===== src/rtl/kbd_text_writer.sv =====
// PS/2 scan-code to text-buffer writer: pops one code per visit to IDLE, decodes
// make/break/extended prefixes with Shift, and drives a row-major character memory.
module kbd_text_writer #(
    parameter int COLS = 70,
    parameter int ROWS = 30,
    parameter int AW   = 12
) (
    input  logic          clk,
    input  logic          resetn,
    input  logic [7:0]    kb_data,
    input  logic          kb_ready,
    input  logic          kb_overflow,
    output logic          kb_nextdata_n,
    output logic          wr_en,
    output logic [AW-1:0] wr_addr,
    output logic [7:0]    wr_data,
    output logic [4:0]    cursor_row,
    output logic [6:0]    cursor_col,
    output logic [7:0]    last_ascii,
    output logic [7:0]    key_count,
    output logic          ovf_err
);

    typedef enum logic [1:0] {S_IDLE, S_POP, S_PROC, S_WR} state_t;

    state_t        state_q, state_d;
    logic [7:0]    code_q, code_d;
    logic          shift_q, shift_d, brk_q, brk_d, ext_q, ext_d;
    logic [4:0]    row_q, row_d;
    logic [6:0]    col_q, col_d;
    logic [7:0]    last_q, last_d, count_q, count_d;
    logic          ovf_q, ovf_d;
    logic          wr_en_q, wr_en_d;
    logic [AW-1:0] wr_addr_q, wr_addr_d;
    logic [7:0]    wr_data_q, wr_data_d;

    // Decode results; inputs are stable across PROC and WR, so both states share them.
    logic          dec_write, dec_print, dec_shift, dec_brk, dec_ext;
    logic [7:0]    dec_data;
    logic [4:0]    dec_row, wpos_row, row_inc;
    logic [6:0]    dec_col, wpos_col;
    logic [8:0]    lk;
    logic          is_shift_code;

    function automatic logic [8:0] ascii_lookup(input logic [7:0] code, input logic shift);
        logic [7:0] base;
        base = shift ? 8'h41 : 8'h61;
        ascii_lookup = 9'h000;
        case (code)
            8'h1C: ascii_lookup = {1'b1, base + 8'd0};
            8'h32: ascii_lookup = {1'b1, base + 8'd1};
            8'h21: ascii_lookup = {1'b1, base + 8'd2};
            8'h23: ascii_lookup = {1'b1, base + 8'd3};
            8'h24: ascii_lookup = {1'b1, base + 8'd4};
            8'h2B: ascii_lookup = {1'b1, base + 8'd5};
            8'h34: ascii_lookup = {1'b1, base + 8'd6};
            8'h33: ascii_lookup = {1'b1, base + 8'd7};
            8'h43: ascii_lookup = {1'b1, base + 8'd8};
            8'h3B: ascii_lookup = {1'b1, base + 8'd9};
            8'h42: ascii_lookup = {1'b1, base + 8'd10};
            8'h4B: ascii_lookup = {1'b1, base + 8'd11};
            8'h3A: ascii_lookup = {1'b1, base + 8'd12};
            8'h31: ascii_lookup = {1'b1, base + 8'd13};
            8'h44: ascii_lookup = {1'b1, base + 8'd14};
            8'h4D: ascii_lookup = {1'b1, base + 8'd15};
            8'h15: ascii_lookup = {1'b1, base + 8'd16};
            8'h2D: ascii_lookup = {1'b1, base + 8'd17};
            8'h1B: ascii_lookup = {1'b1, base + 8'd18};
            8'h2C: ascii_lookup = {1'b1, base + 8'd19};
            8'h3C: ascii_lookup = {1'b1, base + 8'd20};
            8'h2A: ascii_lookup = {1'b1, base + 8'd21};
            8'h1D: ascii_lookup = {1'b1, base + 8'd22};
            8'h22: ascii_lookup = {1'b1, base + 8'd23};
            8'h35: ascii_lookup = {1'b1, base + 8'd24};
            8'h1A: ascii_lookup = {1'b1, base + 8'd25};
            8'h45: ascii_lookup = 9'h130;
            8'h16: ascii_lookup = 9'h131;
            8'h1E: ascii_lookup = 9'h132;
            8'h26: ascii_lookup = 9'h133;
            8'h25: ascii_lookup = 9'h134;
            8'h2E: ascii_lookup = 9'h135;
            8'h36: ascii_lookup = 9'h136;
            8'h3D: ascii_lookup = 9'h137;
            8'h3E: ascii_lookup = 9'h138;
            8'h46: ascii_lookup = 9'h139;
            8'h29: ascii_lookup = 9'h120;
            8'h4E: ascii_lookup = 9'h12D;
            8'h55: ascii_lookup = 9'h13D;
            default: ascii_lookup = 9'h000;
        endcase
    endfunction

    always_comb begin
        dec_row       = row_q;
        dec_col       = col_q;
        dec_shift     = shift_q;
        dec_brk       = brk_q;
        dec_ext       = ext_q;
        dec_write     = 1'b0;
        dec_print     = 1'b0;
        dec_data      = 8'h20;
        wpos_row      = row_q;
        wpos_col      = col_q;
        lk            = ascii_lookup(code_q, shift_q);
        is_shift_code = (code_q == 8'h12) || (code_q == 8'h59);
        row_inc       = (row_q == 5'(ROWS - 1)) ? 5'd0 : row_q + 5'd1;

        if (code_q == 8'hF0) begin
            dec_brk = 1'b1;
        end else if (code_q == 8'hE0) begin
            dec_ext = 1'b1;
        end else if (ext_q) begin
            dec_ext = 1'b0;
            dec_brk = 1'b0;
        end else if (brk_q) begin
            if (is_shift_code) dec_shift = 1'b0;
            dec_brk = 1'b0;
        end else if (is_shift_code) begin
            dec_shift = 1'b1;
        end else if (code_q == 8'h5A) begin
            dec_col = 7'd0;
            dec_row = row_inc;
        end else if (code_q == 8'h66) begin
            // Backspace blanks the cell it steps back onto.
            dec_write = 1'b1;
            if (col_q != 7'd0) begin
                dec_col = col_q - 7'd1;
            end else if (row_q != 5'd0) begin
                dec_row = row_q - 5'd1;
                dec_col = 7'(COLS - 1);
            end
            wpos_row = dec_row;
            wpos_col = dec_col;
        end else if (lk[8]) begin
            dec_write = 1'b1;
            dec_print = 1'b1;
            dec_data  = lk[7:0];
            if (col_q != 7'(COLS - 1)) begin
                dec_col = col_q + 7'd1;
            end else begin
                dec_col = 7'd0;
                dec_row = row_inc;
            end
        end
    end

    always_ff @(posedge clk) begin
        if (!resetn) begin
            state_q   <= S_IDLE;
            code_q    <= 8'h00;
            shift_q   <= 1'b0;
            brk_q     <= 1'b0;
            ext_q     <= 1'b0;
            row_q     <= 5'd0;
            col_q     <= 7'd0;
            last_q    <= 8'h00;
            count_q   <= 8'h00;
            ovf_q     <= 1'b0;
            wr_en_q   <= 1'b0;
            wr_addr_q <= '0;
            wr_data_q <= 8'h00;
        end else begin
            state_q   <= state_d;
            code_q    <= code_d;
            shift_q   <= shift_d;
            brk_q     <= brk_d;
            ext_q     <= ext_d;
            row_q     <= row_d;
            col_q     <= col_d;
            last_q    <= last_d;
            count_q   <= count_d;
            ovf_q     <= ovf_d;
            wr_en_q   <= wr_en_d;
            wr_addr_q <= wr_addr_d;
            wr_data_q <= wr_data_d;
        end
    end

    always_comb begin
        state_d = state_q;
        case (state_q)
            S_IDLE:  if (kb_ready) state_d = S_POP;
            S_POP:   state_d = S_PROC;
            S_PROC:  state_d = S_WR;
            default: state_d = S_IDLE;
        endcase
    end

    always_comb begin
        code_d    = code_q;
        shift_d   = shift_q;
        brk_d     = brk_q;
        ext_d     = ext_q;
        row_d     = row_q;
        col_d     = col_q;
        last_d    = last_q;
        count_d   = count_q;
        ovf_d     = ovf_q | kb_overflow;
        wr_en_d   = 1'b0;
        wr_addr_d = wr_addr_q;
        wr_data_d = wr_data_q;
        case (state_q)
            S_IDLE: if (kb_ready) code_d = kb_data;
            S_PROC: begin
                wr_en_d = dec_write;
                if (dec_write) begin
                    wr_addr_d = AW'(wpos_row) * AW'(COLS) + AW'(wpos_col);
                    wr_data_d = dec_data;
                end
            end
            S_WR: begin
                shift_d = dec_shift;
                brk_d   = dec_brk;
                ext_d   = dec_ext;
                row_d   = dec_row;
                col_d   = dec_col;
                if (dec_print) begin
                    last_d  = dec_data;
                    count_d = count_q + 8'd1;
                end
            end
            default: ;
        endcase
    end

    // Strobes are masked by reset so an in-flight code is neither popped nor written.
    assign kb_nextdata_n = ~((state_q == S_POP) && resetn);
    assign wr_en         = wr_en_q & resetn;
    assign wr_addr       = wr_addr_q;
    assign wr_data       = wr_data_q;
    assign cursor_row    = row_q;
    assign cursor_col    = col_q;
    assign last_ascii    = last_q;
    assign key_count     = count_q;
    assign ovf_err       = ovf_q;

endmodule


===== config.mk =====
export PLATFORM = sky130hd
export DESIGN_NAME = kbd_text_writer
export DESIGN_NICKNAME = d
export VERILOG_FILES = /design/src/rtl/kbd_text_writer.sv
export SDC_FILE = /design/constraint.sdc
export NUM_CORES = 1
export LEC_CHECK = 0
export CAP_MARGIN = 20
export CORE_ASPECT_RATIO = 0.75
export CORE_MARGIN = 2
export CORE_UTILIZATION = 40
export CTS_CLUSTER_DIAMETER = 50
export DETAILED_ROUTE_END_ITERATION = 8
export PLACE_DENSITY = 0.57
export SYNTH_ARGS = -nofsm -noshare
export SYNTH_HDL_FRONTEND = slang
export SYNTH_SLANG_ARGS = --single-unit

===== constraint.sdc =====
create_clock -name clk -period 5.3 [get_ports clk]
set_input_delay 1.59 -clock clk [delete_from_list [all_inputs] [get_ports clk]]
set_output_delay 1.59 -clock clk [all_outputs]
set_load 0.05 [all_outputs]

==> impl_metrics.json <==
{
  "n_antenna_cell": 0,
  "worst_slew_pin_slew_ns": 0.9828,
  "post_synth.cell_area_avg_um2": 7.790,
  "die-width_um": 130.8,
  "die_y_um": 99.09,
  "ys_seq_elements": 63,
  "arrival_ns": 4.90,
  "outcome": "complete, no violations",
  "cp_data_required_time_ns": 5.53,
  "numClockSinks": 63,
  "rsz0062_at_grt": "no",
  "initial_core_util_pct": 41.37,
  "cp_top_family": "simple AND/OR/NAND/NOR gates",
  "path_buf_inv": 1,
  "cts_setup_buffers": 0,
  "grt_max_degree": 56,
  "portBuffers": 62,
  "num_rows": 34,
  "tns_ns": 0,
  "synthAdderAreaFrac_pct": 9.652,
  "syn_area_mm2": 0.004822,
  "hold_viol": 0,
  "start_kind": "register",
  "final_util_pct": 50.16,
  "muxShareOfSynthArea_pct": 3.944,
  "fmax_mhz": 214.2,
  "path_class": "register to register",
  "synthSimpleGateAreaFrac_pct": 27.04,
  "postSynthNetCount": 667,
  "synth_xor_area_share_pct": 5.086,
  "drv_cap": 0,
  "yosysWarningCount": 0,
  "ios": 63,
  "dr.pass1.iters": 6,
  "fin_crit_ns": 4.669,
  "skew_ns": 0.008976,
  "synth_top_family_by_area": "simple AND/OR/NAND/NOR gates",
  "drt_iter0_markers": 303,
  "ant_nets": 0,
  "crit_path_max_incr_delay_ns": 0.68,
  "cts_made_buffers": 9,
  "relSlewSlack_pct": 34.38,
  "synth_ff_type": "dfxtp_1",
  "root_buffer": "clkbuf_16",
  "async_reset_ff_share_pct": 0,
  "p_leak_nw": 2.335,
  "htreeDepth": 3,
  "viasPerCell": 5.649,
  "syn2layout_area_growth_pct": 21.25,
  "powerDensity_mw_per_mm2": 209.4,
  "syn_inst": 619,
  "drive_gt1_share_pct": 6.866,
  "drt-total-wl_mm": 13.68,
  "cp-end-kind": "register",
  "antenna_found_initial": 0,
  "place_congestion": 0.8930,
  "peakVddDrop_mv": 0.1740,
  "ctsResizeCount": 0,
  "fp.dieArea_mm2": 0.01296,
  "clkLatencyLatePin_ns": 0.33,
  "synth_compound_area_share_pct": 22.50,
  "final_nets": 715,
  "grt_pass1_wl_mm": 22.33,
  "yosysSeqAreaShare_pct": 26.15,
  "synth_edf_count": 0,
  "worst_path_most_repeated_cell": "ha_1",
  "cts_tree": "done",
  "fin_hold_ws_ns": 0.4523,
  "synth_cell_types": 74,
  "core_mm2": 0.01166,
  "gr-usage-all-layers_pct": 21.70,
  "setup_violations": 0,
  "cts.clk_slew.worst_paths_ns": 0.06,
  "path_cells": "inv_1 -> ha_1 -> nor4b_1 -> or3_1 -> nor2_1 -> mux2i_1 -> ha_1 -> ha_1 -> ha_1 -> xor2_1 -> ha_1 -> o21a_1 -> o31a_1 -> o21ai_0 -> nand2b_1 -> and3_1 -> and2_1 -> a21oi_1 -> a221oi_1",
  "drc": 0,
  "period_share_pct": 88.10,
  "vias": 4700,
  "clockBufferDepth": 2,
  "dpl.hpwl_mm": 10.08,
  "cp_max_fo": 7,
  "finalMaxSlewViolations": 0,
  "wl_per_cell_um": 16.44,
  "postCtsHoldBufs": 0,
  "grt_overflow_total": 0,
  "num-fill-cells": 1156,
  "grt_pass1_vias": 4296,
  "slowest_stage": "nor4b_1",
  "min_path_type": "register to register"
}
[report_power, final]
group	switching [mW]	leakage [nW]	total [mW]	internal, mW
Clock	0.211	0.127	0.535	0.324
Combinational	0.127	1.70	0.193	0.0663
Sequential	0.0112	0.509	0.496	0.485
[through the flow]
step | area [µm²] | cells | power [mW] | setup slack, ns
detailed placement | 5583 | 818 | 0.6958 | 0.6788
floorplan | 4822 | 619 | 0.6423 | 0.7584
global route | 5847 | 832 | 1.280 | 0.2280
finish | 5847 | 832 | 1.224 | 0.6307
CTS | 5847 | 832 | 1.237 | 0.6497
global placement | 5583 | 818 | 0.6936 | 0.7409
[cells by family after synthesis]
family / after synthesis
flops: 63
compound gates: 162
mux: 19
simple gates: 244
xor+xnor: 28
fa+ha+maj: 36
buf+inv: 67
[cell usage after synthesis, drive strengths merged, types with 3 or more instances]
library cell	number	share of area, %
dfxtp	63	26
nor2	61	4.7
nand2	52	4.0
a21oi	50	5.4
ha	34	8.8
o21ai	33	3.4
inv	27	2.1
nand3	26	2.7
clkbuf	24	1.9
mux2i	19	3.9
buf	16	1.7
xor2	16	2.9
nand2b	15	1.9
nand4	14	1.9
nor2b	13	1.7
xnor2	12	2.2
nor3	11	1.4
and2	8	1.0
a211oi	7	1.1
a31oi	7	0.91
and3	7	0.91
o211ai	7	1.2
or3	7	1.0
nor4b	5	1.3
o22ai	5	0.65
o32ai	5	0.91
a211o	4	0.73
a21o	4	0.62
nor3b	4	0.62
nor4	4	0.52
o31ai	4	0.62
a311oi	3	0.54
a41oi	3	0.93
o21a	3	0.47
o21bai	3	0.54
o31a	3	0.54
or3b	3	0.54
or4	3	0.47
[sequential cells by signal, indices dropped and copies added, names as in the netlist]
register,count
ovf_err,1
code_q,8
state_q,2
last_ascii,8
shift_q,1
cursor_row,5
wr_addr,12
wr_en_q,1
wr_data,8
key_count,8
brk_q,1
cursor_col,7
ext_q,1
[area by class of cell]
| type | instances | area (µm²) | share of cell area, % |
|---|---|---|---|
| Multi-Input combinational cell | 489 | 3289 | 56.26 |
| Sequential cell | 63 | 1261 | 21.57 |
| Timing Repair Buffer | 77 | 728.2 | 12.45 |
| Clock buffer | 11 | 242.7 | 4.152 |
| Tap cell | 162 | 202.7 | 3.467 |
| Inverter | 27 | 101.3 | 1.733 |
| Clock inverter | 3 | 21.27 | 0.3638 |
[worst paths after layout]
| kind | from | endpoint | slack [ns] | depth (start not counted) |
|---|---|---|---|---|
| max reg2reg | cursor_row[0] | wr_addr[11] | 0.63 | 19 |
| min | wr_data[4] | wr_data[4] | 0.45 | 2 |
| max | cursor_row[0] | wr_addr[11] | 0.63 | 19 |
| min reg2reg | wr_data[4] | wr_data[4] | 0.45 | 2 |
[metal layers]
layer  vias to the layer above  wire length [µm]  track usage [%]
met5                         -                 0                0
met4                         0               109            4.992
met3                         9               797            4.832
met2                       154              5619            31.17
met1                      2189              7152            32.83
li1                       2348                 -                -
[tightest hold or removal path, stage by stage (launching register included)]
cell	delay, ns
dfxtp_1	0.31
nand2_1	0.05
a21oi_1	0.05
[placed cells by master (no fill, tap or decap), types with 9 or more instances in the layout]
cell / netlist / routed
nor2b_1: 13 / 13
xor2_1: 16 / 16
xnor2_1: 12 / 12
clkdlybuf4s50_1: 0 / 60
inv_1: 24 / 24
o21ai_1: 10 / 10
nand2b_1: 15 / 15
buf_4: 2 / 17
dfxtp_1: 63 / 63
o21ai_0: 23 / 23
mux2i_1: 19 / 19
nand2_1: 52 / 52
nand4_1: 13 / 13
a21oi_1: 49 / 49
nand3_1: 26 / 26
nor3_1: 10 / 10
ha_1: 34 / 34
clkbuf_16: 0 / 9
nor2_1: 61 / 61
(Power assumes the default switching activity.)
